**src/rtl/t_frame_pkg.sv**
```systemverilog
// Shared definitions for the 8-lane transport framer/deframer pair.
// Holds the frame geometry, the alignment state type and the word field helpers.
package t_frame_pkg;
    localparam int NUM_LANES        = 8;
    localparam int OCTETS_PER_FRAME = 4;
    localparam int SAMPLE_W         = 12;
    localparam int TAIL_W           = 4;
    localparam int WORD_W           = 64;
    localparam int SAMPLES_PER_WORD = 4;
    localparam int WORDS_PER_FRAME  = NUM_LANES / 2;
    localparam int ADC_W            = SAMPLES_PER_WORD * SAMPLE_W;

    typedef enum logic {HUNT = 1'b0, SYNC = 1'b1} fsm_state_t;

    // Index 0 is the most significant sample (s0) so the packed samples field is {s0,s1,s2,s3}.
    typedef struct packed {
        logic [0:SAMPLES_PER_WORD-1][SAMPLE_W-1:0] samples;
        logic [0:SAMPLES_PER_WORD-1][TAIL_W-1:0]   tails;
    } word_fields_t;

    function automatic word_fields_t unpack_word(input logic [WORD_W-1:0] w);
        word_fields_t f;
        for (int i = 0; i < SAMPLES_PER_WORD; i++) begin
            f.samples[i] = w[WORD_W-1-(SAMPLE_W+TAIL_W)*i -: SAMPLE_W];
            f.tails[i]   = w[WORD_W-1-SAMPLE_W-(SAMPLE_W+TAIL_W)*i -: TAIL_W];
        end
        return f;
    endfunction

    function automatic logic [WORD_W-1:0] pack_word(input word_fields_t f);
        logic [WORD_W-1:0] w;
        for (int i = 0; i < SAMPLES_PER_WORD; i++) begin
            w[WORD_W-1-(SAMPLE_W+TAIL_W)*i -: (SAMPLE_W+TAIL_W)] = {f.samples[i], f.tails[i]};
        end
        return w;
    endfunction
endpackage

```
**src/rtl/t_deframe_bank.sv**
```systemverilog
// One frame buffer of four 64-bit transport words.
// Written one octet position at a time across all lanes; read one word at a time.
module t_deframe_bank
    import t_frame_pkg::*;
(
    input  logic                            clk,
    input  logic                            wr_en,
    input  logic [1:0]                      wr_oct,
    input  logic [NUM_LANES-1:0][7:0]       wr_lanes,
    input  logic [1:0]                      rd_idx,
    output logic [WORD_W-1:0]               rd_word
);
    // Even lanes carry the upper half of each word, odd lanes the lower half.
    logic [7:0] hi [WORDS_PER_FRAME][OCTETS_PER_FRAME];
    logic [7:0] lo [WORDS_PER_FRAME][OCTETS_PER_FRAME];

    always_ff @(posedge clk) begin
        if (wr_en) begin
            for (int j = 0; j < WORDS_PER_FRAME; j++) begin
                hi[j][wr_oct] <= wr_lanes[2*j];
                lo[j][wr_oct] <= wr_lanes[2*j+1];
            end
        end
    end

    always_comb begin
        rd_word = '0;
        for (int k = 0; k < OCTETS_PER_FRAME; k++) begin
            rd_word[WORD_W-1-8*k -: 8]   = hi[rd_idx][k];
            rd_word[WORD_W/2-1-8*k -: 8] = lo[rd_idx][k];
        end
    end
endmodule

```
**src/rtl/t_deframe.sv**
```systemverilog
// Receive-side transport deframer: aligns 8-lane octet frames, ping-pong buffers them
// and streams one 48-bit ADC word per cycle with tail checking and error counting.
module t_deframe
    import t_frame_pkg::*;
#(
    parameter bit CHECK_TAIL = 1'b1,
    parameter int ERR_CNT_W  = 8
) (
    input  logic                 clk,
    input  logic                 rst_n,
    input  logic                 in_valid,
    input  logic                 in_sof,
    input  logic [7:0]           lane0,
    input  logic [7:0]           lane1,
    input  logic [7:0]           lane2,
    input  logic [7:0]           lane3,
    input  logic [7:0]           lane4,
    input  logic [7:0]           lane5,
    input  logic [7:0]           lane6,
    input  logic [7:0]           lane7,
    output logic [ADC_W-1:0]     adc_data,
    output logic                 adc_valid,
    output logic [TAIL_W-1:0]    tail_bits,
    output logic                 tail_err,
    output logic                 frame_err,
    output logic                 synced,
    output logic [ERR_CNT_W-1:0] err_cnt
);
    logic [NUM_LANES-1:0][7:0] lanes;
    assign lanes = {lane7, lane6, lane5, lane4, lane3, lane2, lane1, lane0};

    fsm_state_t       state;
    logic [1:0]       oct_cnt;
    logic             fill_ptr;
    logic             drain_ptr;
    logic [1:0]       drain_idx;
    logic [1:0]       bank_rdy;

    logic             cap;
    logic [1:0]       cap_oct;
    logic             sof_err;
    logic             lost_err;
    logic             frame_err_nxt;

    // Capture decision for the octet on the lanes this cycle.
    always_comb begin
        cap      = 1'b0;
        cap_oct  = 2'd0;
        sof_err  = 1'b0;
        lost_err = 1'b0;
        if (in_valid) begin
            if (state == HUNT) begin
                cap = in_sof;
            end else if (in_sof) begin
                cap     = 1'b1;
                sof_err = (oct_cnt != 2'd0);
            end else if (oct_cnt == 2'd0) begin
                lost_err = 1'b1;
            end else begin
                cap     = 1'b1;
                cap_oct = oct_cnt;
            end
        end
    end
    assign frame_err_nxt = sof_err | lost_err;

    logic [WORD_W-1:0] rd_word0, rd_word1, rd_word;

    t_deframe_bank u_bank0 (
        .clk      (clk),
        .wr_en    (cap && !fill_ptr),
        .wr_oct   (cap_oct),
        .wr_lanes (lanes),
        .rd_idx   (drain_idx),
        .rd_word  (rd_word0)
    );

    t_deframe_bank u_bank1 (
        .clk      (clk),
        .wr_en    (cap && fill_ptr),
        .wr_oct   (cap_oct),
        .wr_lanes (lanes),
        .rd_idx   (drain_idx),
        .rd_word  (rd_word1)
    );

    assign rd_word = drain_ptr ? rd_word1 : rd_word0;

    word_fields_t     fields;
    logic             drain_go;
    logic             word_tail_err;
    logic [1:0]       err_inc;
    logic [ERR_CNT_W:0] err_sum;

    always_comb begin
        fields        = unpack_word(rd_word);
        drain_go      = bank_rdy[drain_ptr];
        word_tail_err = CHECK_TAIL && !((fields.tails[0] == fields.tails[1]) &&
                                        (fields.tails[1] == fields.tails[2]) &&
                                        (fields.tails[2] == fields.tails[3]));
        err_inc       = {1'b0, frame_err_nxt} + {1'b0, drain_go & word_tail_err};
        err_sum       = {1'b0, err_cnt} + {{(ERR_CNT_W-1){1'b0}}, err_inc};
    end

    always_ff @(posedge clk or negedge rst_n) begin
        if (!rst_n) begin
            state     <= HUNT;
            oct_cnt   <= 2'd0;
            fill_ptr  <= 1'b0;
            drain_ptr <= 1'b0;
            drain_idx <= 2'd0;
            bank_rdy  <= 2'b00;
            adc_data  <= '0;
            adc_valid <= 1'b0;
            tail_bits <= '0;
            tail_err  <= 1'b0;
            frame_err <= 1'b0;
            synced    <= 1'b0;
            err_cnt   <= '0;
        end else begin
            frame_err <= frame_err_nxt;
            err_cnt   <= err_sum[ERR_CNT_W] ? '1 : err_sum[ERR_CNT_W-1:0];

            if (cap) oct_cnt <= cap_oct + 2'd1;
            if (state == HUNT && cap) begin
                state  <= SYNC;
                synced <= 1'b1;
            end
            if (lost_err) begin
                state  <= HUNT;
                synced <= 1'b0;
            end

            // Drain stage: one word per edge from the oldest ready bank.
            adc_valid <= drain_go;
            if (drain_go) begin
                adc_data  <= fields.samples;
                tail_bits <= fields.tails[0];
                tail_err  <= word_tail_err;
                drain_idx <= drain_idx + 2'd1;
                if (drain_idx == 2'd3) begin
                    bank_rdy[drain_ptr] <= 1'b0;
                    drain_ptr           <= ~drain_ptr;
                end
            end

            if (cap && cap_oct == 2'd3) begin
                bank_rdy[fill_ptr] <= 1'b1;
                fill_ptr           <= ~fill_ptr;
            end
        end
    end
endmodule

```
**config.mk**
```make
export PLATFORM = sky130hd
export DESIGN_NAME = t_deframe
export DESIGN_NICKNAME = d
export VERILOG_FILES = /design/src/rtl/t_frame_pkg.sv /design/src/rtl/t_deframe_bank.sv /design/src/rtl/t_deframe.sv
export SDC_FILE = /design/constraint.sdc
export NUM_CORES = 1
export LEC_CHECK = 0
export CAP_MARGIN = 5
export CORE_MARGIN = 1.5
export CORE_UTILIZATION = 53
export CTS_CLUSTER_SIZE = 30
export DETAILED_ROUTE_END_ITERATION = 7
export PLACE_DENSITY = 0.75
export REMOVE_ABC_BUFFERS = 1
export SLEW_MARGIN = 15
export SYNTH_ARGS = -nofsm -noshare
export SYNTH_HDL_FRONTEND = slang
export SYNTH_SLANG_ARGS = --single-unit
```
**constraint.sdc**
```tcl
create_clock -name clk -period 3.8 [get_ports clk]
set_input_delay 0.57 -clock clk [delete_from_list [all_inputs] [get_ports clk]]
set_output_delay 0.57 -clock clk [all_outputs]
set_load 0.01 [all_outputs]
```
==> impl_metrics.ini <==
[sta]
final_hold_viol_count = 0
clock_skew_ns = 0.009237
period_share_pct = 96.82
finalMaxSlewViolations = 0
setup_violations = 0
period_needed_ns = 3.679
max_freq_mhz = 271.8
slew_headroom_pct = 31.70
finalSetupTns_ns = 0
worst_slew_pin_slew_ns = 1.024

[route]
via_per_inst = 5.789
drt-initial-drc-count = 668
dr.pass1.iters = 4
wirelength_mm = 41.84
wl_per_cell_um = 23.51
num_vias = 10300
ant_nets = 0
drc_errors = 0

[finish]
syn2layout_area_growth_pct = 17.91
diodes = 0
stdcell_area_um2 = 25980
fin_nets = 1277
nFillCells = 2764
layout-drive-gt1-share_pct = 20.03

[grt]
grt_max_degree = 59
first_global_vias = 10750
grt-ovfl-total = 0
gr-usage-all-layers_pct = 20.25
grt_pass1_wl_mm = 63.67
grt_antenna_before_repair = 0

[synthesis]
synthTopCellsByArea = edfxtp_1, mux4_2, dfrtp_1
synth_cell_type_count = 35
synth_edf_count = 512
ys_seq_area_share_pct = 77.96
syn_area_per_cell_um2 = 21.58
synth_cells = 1021
synthArstFlopShare_pct = 12.33
synth_flop_cell = edfxtp_1
yosys.area.top_type = edfxtp_1
synth_area_um2 = 22030
synth_warnings = 0
synth.top_cell.area_share_pct = 69.79
synth_seq_cells = 584

[clock_network]
cts_tree = built
h-tree-depth = 2
root_buffer = clkbuf_16
clk_pin_slew_worst_paths_ns = 0.06
hold_buffers = 0
clock_latency_ns = 0.58
cts_buffers = 56
cts_max_path_buffers = 3
cts_num_sinks = 584

[critical_path]
crit_top_cell = a21oi_1
critPathLaunchType = flop
crit_arrival_ns = 4.19
worstPathCellList = buf_12 -> mux4_1 -> mux2i_1 -> or4_1 -> a222oi_1 -> buf_4 -> a21oi_1 -> fa_2 -> ha_1 -> and3_1 -> nor2b_1 -> a21oi_1
critPathMaxStageDelay_ns = 0.57
r2r_slack_ns = 0.12
reg2regPathDepth = 12
cp-end-kind = flop
reg2reg_from = drain_idx[0]$_DFFE_PN0P_
cp_slowest_cell = dfrtp_4
crit_required_ns = 4.31
path_max_fanout = 17
regToRegEndpoint = err_cnt[6]$_DFF_PN0_
critPathKind = flop to flop

[die]
dieArea_um2 = 42800
num_io_pins = 132
die_h_um = 206.9
rows = 74
die_w_um = 206.9
coreArea_um2 = 40920
initial_core_util_pct = 53.83

[flow_run]
drv_cap = 0

[pwr]
power_density_nw_per_um2 = 550.6
ir_worst_vdd_uv = 421.0
p_total_mw = 14.30
leakage_nw = 8.984

[place]
dp_hpwl_mm = 24.93
gp_congestion = 0.7534
io_buffers = 131
place_area_um2 = 24160

[min_path]
hold_class = input pin to async pin

[status]
status = finished clean
[stage by stage]
step	utilization (%)	hold WS (ns)	setup WS, ns	instances
after floorplan	-	0.2744	-4.375	973
after global placement	59.04	0.4622	0.1363	1672
after detailed placement	59.04	0.4701	0.0009075	1672
after CTS	63.39	0.1253	0.001127	1776
after global routing	63.48	0.1635	-0.02051	1780
final	63.48	0.1139	0.1210	1780
[repair_timing]
action | CTS | global route
setup endpoints to repair | 5 | 7
resized for setup | 1 | 2
buffers inserted | 0 | 4
[worst max-delay path by stage]
stage                             startpoint              endpoint  slack, ns  depth (start not counted)
floorplan           drain_idx[0]$_DFFE_PN0P_  err_cnt[0]$_DFF_PN0_      -4.37                         10
global placement    drain_idx[0]$_DFFE_PN0P_  err_cnt[3]$_DFF_PN0_       0.14                         12
detailed placement  drain_idx[0]$_DFFE_PN0P_  err_cnt[4]$_DFF_PN0_     0.0009                         12
CTS                 drain_idx[0]$_DFFE_PN0P_  err_cnt[5]$_DFF_PN0_      0.001                         12
global route        drain_idx[0]$_DFFE_PN0P_  err_cnt[6]$_DFF_PN0_      -0.02                         12
finish              drain_idx[0]$_DFFE_PN0P_  err_cnt[6]$_DFF_PN0_       0.12                         12
[cell families (layout without fill, tap and decap cells)]
logic type / Yosys count / after routing / synth area share (%)
buf+inv: 52 / 279 / 1.170
fa+ha+maj: 7 / 7 / 0.4316
compound gates: 71 / 71 / 1.744
simple gates: 105 / 105 / 2.118
mux: 194 / 194 / 16.25
xor+xnor: 8 / 8 / 0.3180
flops: 584 / 584 / 77.96
[Yosys cell counts, drive strengths merged, types with 6 or more instances]
cell,instances
ha,6
edfxtp,512
mux4,126
buf,29
o21ai,52
nand2,62
nor2,14
and3,7
a21oi,8
clkbuf,19
dfrtp,72
mux2i,66
[cell usage in the layout (no fill, tap or decap), types with 4 or more instances in the layout]
| master | Yosys | layout |
|---|---|---|
| buf_12 | 0 | 7 |
| clkdlybuf4s50_1 | 0 | 130 |
| nor2_1 | 14 | 13 |
| clkbuf_16 | 0 | 57 |
| or4_1 | 4 | 4 |
| nor2b_1 | 4 | 4 |
| a21oi_1 | 8 | 8 |
| mux4_1 | 16 | 16 |
| clkbuf_1 | 19 | 13 |
| buf_4 | 9 | 34 |
| and3_2 | 0 | 4 |
| xor2_1 | 4 | 4 |
| clkinv_1 | 0 | 9 |
| dfrtp_1 | 72 | 69 |
| edfxtp_1 | 512 | 512 |
| bufinv_16 | 0 | 4 |
| clkinv_2 | 0 | 13 |
| nand2_1 | 62 | 62 |
| ha_1 | 6 | 6 |
| mux2i_1 | 66 | 64 |
| inv_1 | 4 | 4 |
| mux4_2 | 110 | 110 |
| o21ai_0 | 52 | 52 |
| xnor2_1 | 4 | 4 |
[registers in the layout, indices dropped and copies added (netlist names), 2 cells and up]
signal,flops
bank_rdy,2
adc_data,48
err_cnt,8
drain_idx,2
u_bank0.hi,128
u_bank1.hi,128
u_bank0.lo,128
tail_bits,4
oct_cnt,2
u_bank1.lo,128
[area by class of cell]
cell class	count	area, µm²	share of cell area (%)
clock inverters	31	259.0	0.9970
flip-flops and latches	584	17190	66.16
inverters	4	15.01	0.05780
well taps	532	665.6	2.562
clock buffers	73	1516	5.838
repair buffers	171	1697	6.531
multi-input cells	385	4637	17.85
[where the power goes]
group	switching, mW	internal (mW)	leakage (nW)	total [mW]
logic	0.696	0.707	2.62	1.40
registers	0.173	7.41	5.49	7.58
clock network	2.24	3.08	0.869	5.32
total	3.11	11.2	8.98	14.3
[critical path: cells and delay by family (launching register included)]
family          cells  cell delay, ns
compound gates      3            0.63
fa+ha+maj           2            0.66
buf+inv             2            0.38
flops               1            0.57
mux                 2            0.42
simple gates        3            0.93
[metal layers]
| metal | GRT usage (%) | up-vias | routed length (µm) |
|---|---|---|---|
| li1 | - | 4547 | - |
| met1 | 29.01 | 5447 | 18200 |
| met2 | 33.11 | 254 | 21070 |
| met3 | 2.936 | 56 | 1798 |
| met4 | 5.576 | 0 | 774 |
| met5 | 0 | - | 0 |
No activity file was read; power rests on OpenSTA's default activity.
